===== config.mk =====
export PLATFORM = sky130hd
export DESIGN_NAME = alu_arbiter
export DESIGN_NICKNAME = d
export VERILOG_FILES = /design/src/rtl/alu_arbiter.sv
export SDC_FILE = /design/constraint.sdc
export NUM_CORES = 1
export LEC_CHECK = 0
export CAP_MARGIN = 20
export CORE_MARGIN = 1
export CORE_UTILIZATION = 57
export DETAILED_ROUTE_END_ITERATION = 7
export PLACE_DENSITY_LB_ADDON = 0.08
export SKIP_LAST_GASP = 1
export SLEW_MARGIN = 5
export SYNTH_ARGS = -nofsm -noshare
export SYNTH_HDL_FRONTEND = slang
export SYNTH_SLANG_ARGS = --single-unit

===== constraint.sdc =====
create_clock -name clk -period 7.75 [get_ports clk]
set_clock_uncertainty 0.05 [all_clocks]
set_input_delay 1.55 -clock clk [delete_from_list [all_inputs] [get_ports clk]]
set_output_delay 1.55 -clock clk [all_outputs]
set_load 0.05 [all_outputs]

===== src/rtl/alu_arbiter.sv =====
// alu_arbiter: one shared 32-bit add/sub/and/or ALU serving two requesters.
//   clk, rst           - clock (rising edge), asynchronous active-low reset
//   ReqN{Valid,Ready}  - request handshake; Ready is combinational in IDLE
//   ReqN{A,B,Ctrl}     - operands and ALUControl, captured on the handshake
//   RspN{Valid,Ready}  - response handshake, result held until accepted
//   RspNResult         - per-requester result register
//   Busy               - FSM not in IDLE
//   DoneNCnt           - completed responses per requester (wrapping)
// Optional: `define ALU_ARB_ZERO_FLAG_EN adds RspNZero (result == 0),
// registered alongside the result.
module alu_arbiter #(
  parameter int FIXED_PRIORITY = 0,
  parameter int CNT_W          = 16
) (
  input  logic             clk,
  input  logic             rst,
  input  logic             Req0Valid,
  output logic             Req0Ready,
  input  logic [31:0]      Req0A,
  input  logic [31:0]      Req0B,
  input  logic [2:0]       Req0Ctrl,
  input  logic             Req1Valid,
  output logic             Req1Ready,
  input  logic [31:0]      Req1A,
  input  logic [31:0]      Req1B,
  input  logic [2:0]       Req1Ctrl,
  output logic             Rsp0Valid,
  input  logic             Rsp0Ready,
  output logic [31:0]      Rsp0Result,
  output logic             Rsp1Valid,
  input  logic             Rsp1Ready,
  output logic [31:0]      Rsp1Result,
  output logic             Busy,
  output logic [CNT_W-1:0] Done0Cnt,
  output logic [CNT_W-1:0] Done1Cnt
`ifdef ALU_ARB_ZERO_FLAG_EN
  ,
  output logic             Rsp0Zero,
  output logic             Rsp1Zero
`endif
);

  typedef enum logic [1:0] {IDLE, EXEC, RESP} state_e;

  state_e             state_q, state_d;
  logic [31:0]        a_q, a_d, b_q, b_d;
  logic [2:0]         ctrl_q, ctrl_d;
  logic               own_q, own_d;     // requester owning the in-flight op
  logic               last_q, last_d;   // last requester served
  logic [31:0]        res0_q, res0_d, res1_q, res1_d;
  logic [CNT_W-1:0]   cnt0_q, cnt0_d, cnt1_q, cnt1_d;
  logic [31:0]        alu_y;
  logic               gnt_id, req_any, rsp_take;
  logic               ctrl2_unused;

  // Ctrl[2] is carried with the operation but has no effect on the ALU.
  assign ctrl2_unused = ctrl_q[2];

  // Shared ALU, fed only from the captured operands.
  always_comb begin
    case (ctrl_q[1:0])
      2'b00:   alu_y = a_q + b_q;
      2'b01:   alu_y = a_q + ~b_q + 32'd1;
      2'b10:   alu_y = a_q & b_q;
      default: alu_y = a_q | b_q;
    endcase
  end

  // Arbitration: a lone requester wins; on a tie either requester 0 (fixed)
  // or the one not served last (round-robin).
  assign req_any = Req0Valid | Req1Valid;
  always_comb begin
    if (Req0Valid && Req1Valid) gnt_id = (FIXED_PRIORITY != 0) ? 1'b0 : ~last_q;
    else                        gnt_id = Req1Valid;
  end

  // Ready is gated by rst so it reads 0 throughout reset.
  assign Req0Ready = rst && (state_q == IDLE) && req_any && !gnt_id;
  assign Req1Ready = rst && (state_q == IDLE) && req_any &&  gnt_id;

  assign rsp_take = own_q ? Rsp1Ready : Rsp0Ready;

  always_comb begin
    state_d = state_q;
    a_d     = a_q;
    b_d     = b_q;
    ctrl_d  = ctrl_q;
    own_d   = own_q;
    last_d  = last_q;
    res0_d  = res0_q;
    res1_d  = res1_q;
    cnt0_d  = cnt0_q;
    cnt1_d  = cnt1_q;
    case (state_q)
      IDLE: begin
        if (req_any) begin
          a_d     = gnt_id ? Req1A    : Req0A;
          b_d     = gnt_id ? Req1B    : Req0B;
          ctrl_d  = gnt_id ? Req1Ctrl : Req0Ctrl;
          own_d   = gnt_id;
          state_d = EXEC;
        end
      end
      EXEC: begin
        if (own_q) res1_d = alu_y;
        else       res0_d = alu_y;
        state_d = RESP;
      end
      RESP: begin
        if (rsp_take) begin
          if (own_q) cnt1_d = cnt1_q + 1'b1;
          else       cnt0_d = cnt0_q + 1'b1;
          last_d  = own_q;
          state_d = IDLE;
        end
      end
      default: state_d = IDLE;
    endcase
  end

  always_ff @(posedge clk or negedge rst) begin
    if (!rst) begin
      state_q <= IDLE;
      a_q     <= '0;
      b_q     <= '0;
      ctrl_q  <= '0;
      own_q   <= 1'b0;
      last_q  <= 1'b1;
      res0_q  <= '0;
      res1_q  <= '0;
      cnt0_q  <= '0;
      cnt1_q  <= '0;
    end else begin
      state_q <= state_d;
      a_q     <= a_d;
      b_q     <= b_d;
      ctrl_q  <= ctrl_d;
      own_q   <= own_d;
      last_q  <= last_d;
      res0_q  <= res0_d;
      res1_q  <= res1_d;
      cnt0_q  <= cnt0_d;
      cnt1_q  <= cnt1_d;
    end
  end

`ifdef ALU_ARB_ZERO_FLAG_EN
  logic zero0_q, zero0_d, zero1_q, zero1_d;

  always_comb begin
    zero0_d = zero0_q;
    zero1_d = zero1_q;
    if (state_q == EXEC) begin
      if (own_q) zero1_d = (alu_y == 32'h0);
      else       zero0_d = (alu_y == 32'h0);
    end
  end

  always_ff @(posedge clk or negedge rst) begin
    if (!rst) begin
      zero0_q <= 1'b0;
      zero1_q <= 1'b0;
    end else begin
      zero0_q <= zero0_d;
      zero1_q <= zero1_d;
    end
  end

  assign Rsp0Zero = zero0_q;
  assign Rsp1Zero = zero1_q;
`endif

  assign Rsp0Valid  = (state_q == RESP) && !own_q;
  assign Rsp1Valid  = (state_q == RESP) &&  own_q;
  assign Rsp0Result = res0_q;
  assign Rsp1Result = res1_q;
  assign Busy       = (state_q != IDLE);
  assign Done0Cnt   = cnt0_q;
  assign Done1Cnt   = cnt1_q;

endmodule

==> impl_metrics.yaml <==
critical_path:
  cp_max_fo: 36
  worstPathArrival_ns: 3.89
  cp-start-kind: "primary input"
  path_class: "in2out"
  required_ns: 6.15
  worst_setup_path_end_kind: "output pin"
layout:
  area_growth_pct: 26.6
  antenna_cells: 0
  multi_input_area_um2: 6790
  finalCoreUtilization_pct: 74.5
  fill_cells: 1456
  fin_nets: 1820
  final_area_um2: 14700
  drive_gt1_share_pct: 3.65
  register_area_um2: 4160
global_route:
  grt_max_degree: 101
  grt_util_all_layers_pct: 32.6
  antenna_found_initial: 0
  grt_pass1_wl_mm: 52.7
  grt_overflow: 0
  first_global_vias: 10300
clock_network:
  tritoncts: "built"
  insertion_delay_ns: 0.44
  post_cts_resized: 0
  cts_buffers: 17
  cts_setup_buffers: 0
  cts_hold_buf: 0
  ctsRootBufferMaster: "clkbuf_16"
  ctsLongestPathBuffers: 2
  clkTransAtPathRegs_ns: 0.07
  cts.sink_count: 166
  h-tree-depth: 4
route:
  first_iter_violations: 1060
  routed_wl_mm: 33.2
  drt_first_pass_iters: 5
  vias: 10900
  dr_wl_met2_mm: 14.5
  ant_nets: 0
  drc_errors: 0
  met1Wirelength_mm: 15.5
  dr_wl_met3_mm: 2.74
  topRoutingLayerUsed: "met4"
  wire_per_inst_um: 17.9
  vias_per_cell: 5.90
floorplan:
  row_count: 51
  core_um2: 19700
  fp.dieW_um: 145
  die_y_um: 145
  die_area_um2: 20900
  initial_utilization_pct: 58.9
  ios: 241
yosys:
  post-synth-top-count-cell: "dfrtp_1"
  synthesis.nets: 1632
  synth_common_cells: "dfrtp_1, nor2_1, nand2_1"
  synth_warnings: 0
  syn_area_um2: 11600
  synthArstFlopShare_pct: 100
  synth_area_leaders: "dfrtp_1, ha_1, mux2i_1"
  synth_ff_type: "dfrtp_1"
  syn_area_per_cell_um2: 8.37
  synth_cells: 1388
  yosysTopAreaCellShare_pct: 35.6
  synth-seq-area-share_pct: 35.8
  synth_edf_count: 0
  synth-seq-cells: 166
  synth_top_area_cell: "dfrtp_1"
  synth_cell_types: 65
sta:
  max_slew_margin_pct: 29.6
  min_period_over_period_pct: 70.8
  worst_pin_slew_ns: 1.05
  finalHoldViolations: 0
  period_minus_slack_ns: 5.49
  maxSlewViolCount: 0
  fin_setup_tns_ns: 0
  fmax_ghz: 0.182
  rsz0062_at_grt: "no"
  setup_viol_count_final: 0
status:
  outcome: "completed"
hold_path:
  hold_path.class: "reg2reg"
placed_design:
  place_area_um2: 14100
  portBuffers: 238
  place.gp.congestion: 0.946
  dp_hpwl_mm: 24.6
run:
  maxCapViolCount: 0
==> path summary, 6_finish.rpt <==
kind	start	to	slack (ns)	cells after the start
min	Done0Cnt[15]$_DFFE_PN0P_	Done0Cnt[15]$_DFFE_PN0P_	0.42	1
min reg2reg	Done0Cnt[15]$_DFFE_PN0P_	Done0Cnt[15]$_DFFE_PN0P_	0.42	1
min in group asynchronous	rst	Rsp1Result[6]$_DFFE_PN0P_	1.04	1
max in group asynchronous	rst	b_q[23]$_DFFE_PN0P_	5.46	2
max	Req0Valid	Req0Ready	2.26	6
max reg2reg	a_q[0]$_DFFE_PN0P_	Rsp1Result[24]$_DFFE_PN0P_	4.04	13
==> worst max-delay path, stage by stage <==
cell and delay [ns]:
clkdlybuf4s50_1 0.52, nor2_1 0.08, nor2_4 0.70, nand2_1 0.11, nor2_1 0.11, clkdlybuf4s50_1 0.81
==> cell type report <==
cell class	count	area share, %
Timing Repair Buffer	245	16.6
Tap cell	265	2.26
Inverter	105	2.68
Multi-Input combinational cell	1041	46.2
Clock inverter	14	1.11
Sequential cell	166	28.3
Clock buffer	18	2.92
==> per-stage QoR <==
| step | hold WS (ns) | instances | setup WS, ns |
|---|---|---|---|
| finish | 0.415 | 1854 | 2.26 |
| global route | 0.449 | 1854 | 2.17 |
| CTS | 0.421 | 1854 | 2.26 |
| detailed placement | 0.406 | 1822 | 2.26 |
| global placement | 0.406 | 1822 | 2.28 |
| floorplan | 0.415 | 1388 | 2.85 |
==> cells in the final DEF (no fill, tap or decap), types with 23 or more instances in the layout <==
cell type and count:
o31ai_1 23, and3_1 23, clkdlybuf4s50_1 237, inv_1 104, nand2_1 144, xnor2_1 42
a21oi_1 142, o21ai_0 106, mux2i_1 74, nor2_1 152, ha_1 102, dfrtp_1 164
==> cells by family (layout without fill, tap and decap cells) <==
kind of cell    Yosys count  after routing  share of synthesized area [%]
xor+xnor                 56             56                           4.22
buf+inv                 181            382                           5.95
fa+ha+maj               104            104                           11.3
simple gates            424            424                           16.2
mux                      77             77                           6.77
compound gates          380            380                           19.8
flops                   166            166                           35.8
==> state kept, by name (all words and copies together) (netlist names) <==
register    flops
Rsp0Result     32
Rsp1Result     32
a_q            32
b_q            32
Done0Cnt       16
Done1Cnt       16
ctrl_q          2
state_q         2
last_q          1
own_q           1
==> layer usage <==
metal  vias up  track usage (%)
li1       5200                -
met1      5218             47.0
met2       481             49.6
met3        41             6.75
met4         0             8.70
met5         -                0
Power is left out: the tool's default activity adds up to more than one toggle a clock period on the data nets, which glitch-free logic cannot reach.
